### src/rtl/hazard_ctrl_pkg.sv
// Shared constants for the hazard controller: default widths and the
// forwarding-select encoding used by every operand mux.
package hazard_ctrl_pkg;

    localparam int unsigned AW_DEF = 5;
    localparam int unsigned TW_DEF = 3;

    // Forward select: 0 = regfile / pipeline register, else the producing stage
    typedef enum logic [1:0] {
        FWD_NONE = 2'd0,
        FWD_W    = 2'd1,
        FWD_M    = 2'd2,
        FWD_E    = 2'd3
    } fwd_sel_e;

endpackage

### src/rtl/hazard_ctrl_fwd_pick.sv
// Forwarding select for one operand: the nearest stage writing the operand's
// register decides; it is used only if its result already exists.
module fwd_pick
    import hazard_ctrl_pkg::*;
#(
    parameter int unsigned AW    = AW_DEF,
    parameter int unsigned TW    = TW_DEF,
    parameter int unsigned NCAND = 3
) (
    input  logic [AW-1:0]             i_addr,
    input  logic [NCAND-1:0][AW-1:0]  i_a3,    // index 0 = nearest stage
    input  logic [NCAND-1:0][TW-1:0]  i_tnew,
    input  logic [NCAND-1:0][1:0]     i_code,
    output logic [1:0]                o_sel
);

    // Walk oldest to nearest so the nearest match overrides; a not-ready
    // nearest producer forces 0 rather than exposing an older stale value.
    always_comb begin
        o_sel = FWD_NONE;
        for (int unsigned k = 0; k < NCAND; k++) begin
            if (i_a3[NCAND-1-k] == i_addr) begin
                o_sel = (i_tnew[NCAND-1-k] == '0) ? i_code[NCAND-1-k] : FWD_NONE;
            end
        end
        if (i_addr == '0) begin
            o_sel = FWD_NONE;
        end
    end

endmodule

### src/rtl/hazard_ctrl.sv
// Pipeline hazard controller: tracks destination/Tnew through E, M, W,
// raises a same-cycle stall and drives the five forwarding selects.
module hazard_ctrl
    import hazard_ctrl_pkg::*;
#(
    parameter int unsigned AW = AW_DEF,
    parameter int unsigned TW = TW_DEF
) (
    input  logic          clk,
    input  logic          reset,
    input  logic [AW-1:0] A1_D,
    input  logic [AW-1:0] A2_D,
    input  logic [AW-1:0] A3_D,
    input  logic [TW-1:0] Tuse1_D,
    input  logic [TW-1:0] Tuse2_D,
    input  logic [TW-1:0] Tnew_D,
    output logic          stall,
    output logic          pc_en,
    output logic          d_en,
    output logic          e_clr,
    output logic [1:0]    fwd_rs_D,
    output logic [1:0]    fwd_rt_D,
    output logic [1:0]    fwd_rs_E,
    output logic [1:0]    fwd_rt_E,
    output logic [1:0]    fwd_rt_M
);

    // Only the read addresses that some mux consumes are kept downstream:
    // A1 stops at E, A2 stops at M (store data); no output depends on the rest.
    logic [AW-1:0] r_a1_e, r_a2_e, r_a3_e;
    logic [TW-1:0] r_tnew_e;
    logic [AW-1:0] r_a2_m, r_a3_m;
    logic [TW-1:0] r_tnew_m;
    logic [AW-1:0] r_a3_w;
    logic [TW-1:0] r_tnew_w;

    logic w_stall;

    // Stall when a D read is needed before an E or M producer has its result
    always_comb begin
        w_stall = 1'b0;
        if (A1_D != '0 && A1_D == r_a3_e && Tuse1_D < r_tnew_e) w_stall = 1'b1;
        if (A1_D != '0 && A1_D == r_a3_m && Tuse1_D < r_tnew_m) w_stall = 1'b1;
        if (A2_D != '0 && A2_D == r_a3_e && Tuse2_D < r_tnew_e) w_stall = 1'b1;
        if (A2_D != '0 && A2_D == r_a3_m && Tuse2_D < r_tnew_m) w_stall = 1'b1;
    end

    assign stall = w_stall;
    assign pc_en = ~w_stall;
    assign d_en  = ~w_stall;
    assign e_clr = w_stall;

    // Stage shift: E takes D (or a bubble on stall), M and W age Tnew toward 0
    always_ff @(posedge clk) begin
        if (reset) begin
            r_a1_e   <= '0;
            r_a2_e   <= '0;
            r_a3_e   <= '0;
            r_tnew_e <= '0;
            r_a2_m   <= '0;
            r_a3_m   <= '0;
            r_tnew_m <= '0;
            r_a3_w   <= '0;
            r_tnew_w <= '0;
        end else begin
            r_a2_m   <= r_a2_e;
            r_a3_m   <= r_a3_e;
            r_tnew_m <= (r_tnew_e == '0) ? '0 : r_tnew_e - TW'(1);
            r_a3_w   <= r_a3_m;
            r_tnew_w <= (r_tnew_m == '0) ? '0 : r_tnew_m - TW'(1);
            if (w_stall) begin
                r_a1_e   <= '0;
                r_a2_e   <= '0;
                r_a3_e   <= '0;
                r_tnew_e <= '0;
            end else begin
                r_a1_e   <= A1_D;
                r_a2_e   <= A2_D;
                r_a3_e   <= A3_D;
                r_tnew_e <= Tnew_D;
            end
        end
    end

    fwd_pick #(.AW(AW), .TW(TW), .NCAND(3)) u_fwd_rs_d (
        .i_addr (A1_D),
        .i_a3   ({r_a3_w, r_a3_m, r_a3_e}),
        .i_tnew ({r_tnew_w, r_tnew_m, r_tnew_e}),
        .i_code ({FWD_W, FWD_M, FWD_E}),
        .o_sel  (fwd_rs_D)
    );

    fwd_pick #(.AW(AW), .TW(TW), .NCAND(3)) u_fwd_rt_d (
        .i_addr (A2_D),
        .i_a3   ({r_a3_w, r_a3_m, r_a3_e}),
        .i_tnew ({r_tnew_w, r_tnew_m, r_tnew_e}),
        .i_code ({FWD_W, FWD_M, FWD_E}),
        .o_sel  (fwd_rt_D)
    );

    fwd_pick #(.AW(AW), .TW(TW), .NCAND(2)) u_fwd_rs_e (
        .i_addr (r_a1_e),
        .i_a3   ({r_a3_w, r_a3_m}),
        .i_tnew ({r_tnew_w, r_tnew_m}),
        .i_code ({FWD_W, FWD_M}),
        .o_sel  (fwd_rs_E)
    );

    fwd_pick #(.AW(AW), .TW(TW), .NCAND(2)) u_fwd_rt_e (
        .i_addr (r_a2_e),
        .i_a3   ({r_a3_w, r_a3_m}),
        .i_tnew ({r_tnew_w, r_tnew_m}),
        .i_code ({FWD_W, FWD_M}),
        .o_sel  (fwd_rt_E)
    );

    fwd_pick #(.AW(AW), .TW(TW), .NCAND(1)) u_fwd_rt_m (
        .i_addr (r_a2_m),
        .i_a3   (r_a3_w),
        .i_tnew (r_tnew_w),
        .i_code (FWD_W),
        .o_sel  (fwd_rt_M)
    );

endmodule

### config.mk
export PLATFORM = sky130hd
export DESIGN_NAME = hazard_ctrl
export DESIGN_NICKNAME = d
export VERILOG_FILES = /design/src/rtl/hazard_ctrl_pkg.sv /design/src/rtl/hazard_ctrl_fwd_pick.sv /design/src/rtl/hazard_ctrl.sv
export SDC_FILE = /design/constraint.sdc
export NUM_CORES = 1
export LEC_CHECK = 0
export CAP_MARGIN = 20
export CORE_MARGIN = 8
export CORE_UTILIZATION = 55
export DETAILED_ROUTE_END_ITERATION = 8
export GPL_TIMING_DRIVEN = 0
export PLACE_DENSITY = 0.81
export SLEW_MARGIN = 20
export SYNTH_ARGS = -nofsm -noshare
export SYNTH_HDL_FRONTEND = slang
export SYNTH_HIERARCHICAL = 1
export SYNTH_SLANG_ARGS = --single-unit
export TNS_END_PERCENT = 5
### constraint.sdc
create_clock -name clk -period 2.9 [get_ports clk]
set_clock_uncertainty 0.2 [all_clocks]
set_input_delay 0.29 -clock clk [delete_from_list [all_inputs] [get_ports clk]]
set_output_delay 0.29 -clock clk [all_outputs]
set_load 0.005 [all_outputs]
==> run_results.csv <==
group,metric,value,unit
outcome,status,"complete, no violations",
synth,synth_cells,286,
global_routing,grt_pass1_vias,2406,
placement,post-place-ws,-0.459,ns
floorplan,die_x,86.9,µm
clock_tree,clock-root-buffer,"clkbuf_8",
route,vias,2380,
clock_tree,cts_tree,"done",
synth,syn_area,2770,µm²
global_routing,grt_usage,20.2,%
finish,diodes,0,
global_routing,grt_max_degree,13,
worst_setup_path,path_class,"input port to primary output",
synth,yosys.area.top_type,"dfxtp_1",
synth,yosysMostFrequentCell,"xnor2_1",
clock_tree,clock-sinks,39,
synth,yosys.cell_types.count,38,
synth,async_flop_share,0,%
placement,gp_congestion,0.858,
finish,drive_gt1_share,19.7,%
synth,synth-edff-count,0,
worst_setup_path,path_delay_family,"buffers and inverters",
clock_tree,clk_latency,0.29,ns
run,drv_cap,0,
global_routing,grt_pass1_wl,11.9,mm
sta,timing.fmax,349,MHz
route,drt_iter0_drc,212,
synth,yosysWarningCount,6,
finish,final_nets,399,
floorplan,coreArea,4980,µm²
worst_setup_path,arrival,2.38,ns
floorplan,io_pins,40,
route,ant_nets,0,
worst_hold_path,holdCritPathClass,"input port to register",
floorplan,rows,26,
sta,slew_headroom,53.9,%
pwr,ir_worst_vdd,337,µV
synth,synthTopCellsByArea,"dfxtp_1 (28%), xnor2_1 (17%), nor4b_2 (9.8%)",
synth,synth_common_cells,"xnor2_1 (53), dfxtp_1 (39), xor2_1 (19)",
worst_setup_path,start_kind,"input port",
clock_tree,clkTransAtPathRegs,0.07,ns
worst_setup_path,crit_path_end_kind,"primary output",
sta,slew_viol_final,0,
synth,syn_avg_cell_area,9.68,µm²
worst_setup_path,cpMaxStageDelayCell,"or4_1",
route,wl,7.39,mm
sta,worst_slew_pin_slew,0.692,ns
route,drc,0,
floorplan,initial_core_util,55.6,%
floorplan,die_area,7560,µm²
pwr,p_leak,1.36,nW
sta,hold_viol,0,
global_routing,grt_overflow,0,
placement,io_buffers,37,
sta,layout_min_cycle_time,2.87,ns
clock_tree,clk_path_buf_depth,2,
finish,syn2layout_area_growth,27.7,%
finish,final_core_util,71.0,%
sta,fin_crit_sh,98.9,%
synth,ys.flop_type,"dfxtp_1",
sta,rsz0062_at_grt,"true",
route,first_pass_iters,4,
worst_setup_path,worstPathCellList,"dlygate4sd2_1, or4_1, o22a_2, buf_4, buf_8, or2_1, buf_4, dlygate4sd2_1",
worst_setup_path,path_buf_inv,5,
finish,fin_cells,431,
route,vias_per_cell,5.52,
sta,finalSetupViolations,0,
placement,hpwl,5.61,mm
synth,ys_seq_elements,39,
global_routing,grt_antenna_before_repair,0,
floorplan,die_y,86.9,µm
synth,seq_area_frac_synth,28.2,%
synth,yosysTopAreaCellShare,28.2,%
pwr,power_density,393,nW/µm²
clock_tree,cts_buffers,5,
route,wl_per_cell,17.2,µm
worst_setup_path,cp_slowest_stage_delay,0.59,ns
clock_tree,htreeDepth,2,
sta,setup_slack,0.0332,ns
placement,dp_cells,413,
worst_setup_path,cp_max_fo,8,
worst_setup_path,worstPathRequired,2.41,ns
-- area by class of cell --
| cell class | count | area [µm²] |
|---|---|---|
| buffer | 10 | 82.6 |
| clock buffer | 5 | 68.8 |
| clock inverter | 2 | 13.8 |
| fill | 387 | 1440 |
| inverter | 6 | 22.5 |
| multi-input combinational | 251 | 2020 |
| sequential | 39 | 796 |
| tap | 70 | 87.6 |
| timing repair buffer | 48 | 438 |
-- kinds of logic after synthesis --
group                      Yosys count  synth area share [%]
xor gates and xnor gates            74                  24.0
AOI/OAI and AO/OA                   25                  7.01
and+or+nand+nor                    118                  32.1
other                                2                 0.271
DFF                                 39                  28.2
buffers and inverters               16                  3.07
adders and majority gates           12                  5.42
-- per-stage QoR --
step	total power (W)	hold WS, ns	TNS (ns)	cell area [µm²]
2_1_floorplan	0.000882	0.274	0	2840
3_3_place_gp	0.00101	0.325	-1.66	3300
3_5_place_dp	0.00103	0.330	-1.84	3300
4_1_cts	0.00137	0.190	0	3450
5_1_grt	0.00146	0.201	-0.0458	3530
6_report	0.00139	0.195	0	3530
-- registers in the layout, summed over array words and instances, names as in the netlist --
register  count
r_a2_m        5
r_tnew_e      3
r_tnew_w      3
r_a1_e        5
r_a3_m        5
r_a2_e        5
r_tnew_m      3
r_a3_e        5
r_a3_w        5
-- worst paths after layout --
kind / startpoint / end / slack (ns) / depth (start not counted)
setup / recovery: A1_D[1] / stall / 0.03 / 8
hold / removal: reset / r_a2_m[4]$_SDFF_PP0_ / 0.19 / 2
setup reg to reg: r_tnew_m[1]$_SDFF_PP0_ / r_a3_e[4]$_SDFF_PP0_ / 0.69 / 10
hold reg to reg: r_a2_e[4]$_SDFF_PP0_ / r_a2_m[4]$_SDFF_PP0_ / 0.34 / 1
-- per-layer routing --
metal | wire (µm) | share of wire [%] | global-route usage, %
met1 | 3130 | 42 | 23.3
met2 | 3870 | 52 | 35.9
met3 | 292 | 3.9 | 4.06
met4 | 102 | 1.4 | 6.73
met5 | 0 | 0 | 0
-- power breakdown --
part	internal (W)	total, W	switching [W]
Combinational	0.000216	0.000416	0.000200
Clock	0.000164	0.000344	0.000180
Sequential	0.000572	0.000628	0.0000567
-- layout by cell type (no fill, tap or decap), types with 15 or more instances in the layout --
cell type        netlist  layout
conb_1                 2      22
nor4b_2               18      18
xnor2_1               53      53
nor2b_1               15      15
nor3_1                16      16
clkdlybuf4s50_1        0      17
xor2_1                19      19
dlygate4sd2_1          0      16
dfxtp_1               39      31
nor2_1                16      16
-- repair_timing --
action,4_1_cts,5_1_grt
pin swaps,7,7
setup endpoints to repair,8,3
hold buffers,0,0
setup buffers,5,6
gates resized for setup,38,10
cloned,0,0
Note: power is estimated with default switching activity, not from simulation.
==> RTL edit, RTL diff (same flow settings) <==
`TW_DEF`: 3 -> 6.
--- a/src/rtl/hazard_ctrl_pkg.sv
+++ b/src/rtl/hazard_ctrl_pkg.sv
@@ -3,7 +3,7 @@
 package hazard_ctrl_pkg;
 
     localparam int unsigned AW_DEF = 5;
-    localparam int unsigned TW_DEF = 3;
+    localparam int unsigned TW_DEF = 6;
 
     // Forward select: 0 = regfile / pipeline register, else the producing stage
     typedef enum logic [1:0] {
Ports: changed (resized Tnew_D, Tuse1_D and Tuse2_D); port bits go from 40 to 49. No check against the original RTL was run, so the function may have changed too.
==> RTL edit against the unedited design <==
Area after synthesis increased by 25%; final area increased by 24%; critical path type unchanged; worst hold slack got worse by 0.013 ns; count of clock-buffer cells in the layout increased by 1; non-clock buffer count increased by 5; setup slack improved by 0.027 ns; cell count increased by 23%; routed wire length increased by 31%; first-iteration DRC count decreased by 5.7%; sequential cell count increased by 9; power increased by 31%; largest cell class unchanged.
==> RTL edit: results (changes against the unedited design) <==
detailed_routing:
  wl_met3_um: 530  # +82%
  wl_met2_um: 4700  # +22%
  wire_per_inst_um: 18.3  # +6.5%
  vias_per_cell: 5.98  # +8.3%
  drt-met1-wl_um: 4000  # +28%
  first_iter_violations: 200  # -5.7%
placed_design:
  post_dp_cell_area_sq_um: 4080  # +24%
  place_worst_setup_slack_ns: -0.755  # -0.296 ns
  gp_congestion: 0.878  # +2.3%
  dp_hpwl_um: 7280  # +30%
cells_and_area:
  multi_input_area_sq_um: 2520  # +24%
  signal_buffers: 63  # +8.6%
  buf_share: 0.133  # -0.0140
  clkCellAreaFrac: 0.0220  # -0.00134
  comb.multi_input.count: 313  # +25%
  fin_nets: 513  # +29%
  final.clkbuf_count: 6  # +1
  fillers: 471  # +22%
yosys:
  synth-seq-cells: 48  # +23%
  synth-adder-area-share: 0.0871  # +0.0328
cts:
  clock_latency_ns: 0.31  # +0.02 ns
  clkTransAtPathRegs_ns: 0.09  # +0.02 ns
global_routing:
  grt_pass1_vias: 3270  # +36%
  grt.total_usage: 0.224  # +0.0220
pwr:
  ir_drop_mv: 0.283  # -16%
sta:
  tightest_slew_ns: 0.670  # -0.0223 ns
status:
  status: "complete, no violations"
setup_path:
  cpMaxStageDelayCell: "clkdlybuf4s50_1"
==> RTL edit: cell types whose count changed after synthesis, sizes merged, moves of 9 or more <==
cell / delta
dfxtp: +9
inv: +17
nor4: +18
nor2: +16
ha: +12
xor2: +20
xnor2: -12
==> RTL edit: cell families (layout without fill, tap and decap cells) <==
kind of cell / after synthesis / in the layout
other: 2 / 22
buffers and inverters: 33 / 94
AND/OR/NAND/NOR: 143 / 143
XOR/XNOR: 82 / 82
adder cells (fa/ha/maj): 24 / 24
AO/OA/AOI/OAI: 42 / 42
flip-flops: 48 / 48
==> RTL edit: what timing repair did <==
item,CTS,global route
pin swaps,6,5
buffers inserted,6,1
hold endpoints to repair,0,0
gates resized for setup,48,24
endpoints found under the setup margin,8,7
==> RTL edit: metrics by stage <==
step	cells	util	total power, mW	hold WS [ns]
floorplan	394	-	1.15	0.225
global placement	517	0.658	1.32	0.306
detailed placement	517	0.658	1.35	0.319
CTS	531	0.689	1.78	0.162
global route	532	0.705	1.92	0.178
finish	532	0.705	1.82	0.182
==> RTL edit: power by group through the flow <==
stage          Combinational [mW]  Clock [mW]  Sequential [mW]
2_1_floorplan               0.358           0            0.788
3_3_place_gp                0.514           0            0.809
3_5_place_dp                0.534           0            0.813
4_1_cts                     0.554       0.426            0.796
5_1_grt                     0.642       0.461            0.814
6_report                    0.589       0.424            0.805
==> RTL edit: worst paths after layout <==
check,startpoint,to,slack [ns],cells past startpoint
setup reg to reg,r_tnew_m[1],r_a2_e[1],0.55,10
setup / recovery,Tuse1_D[2],stall,0.06,10
hold / removal,reset,r_a3_w[2],0.18,2
hold reg to reg,r_a2_e[4],r_a2_m[4],0.34,1
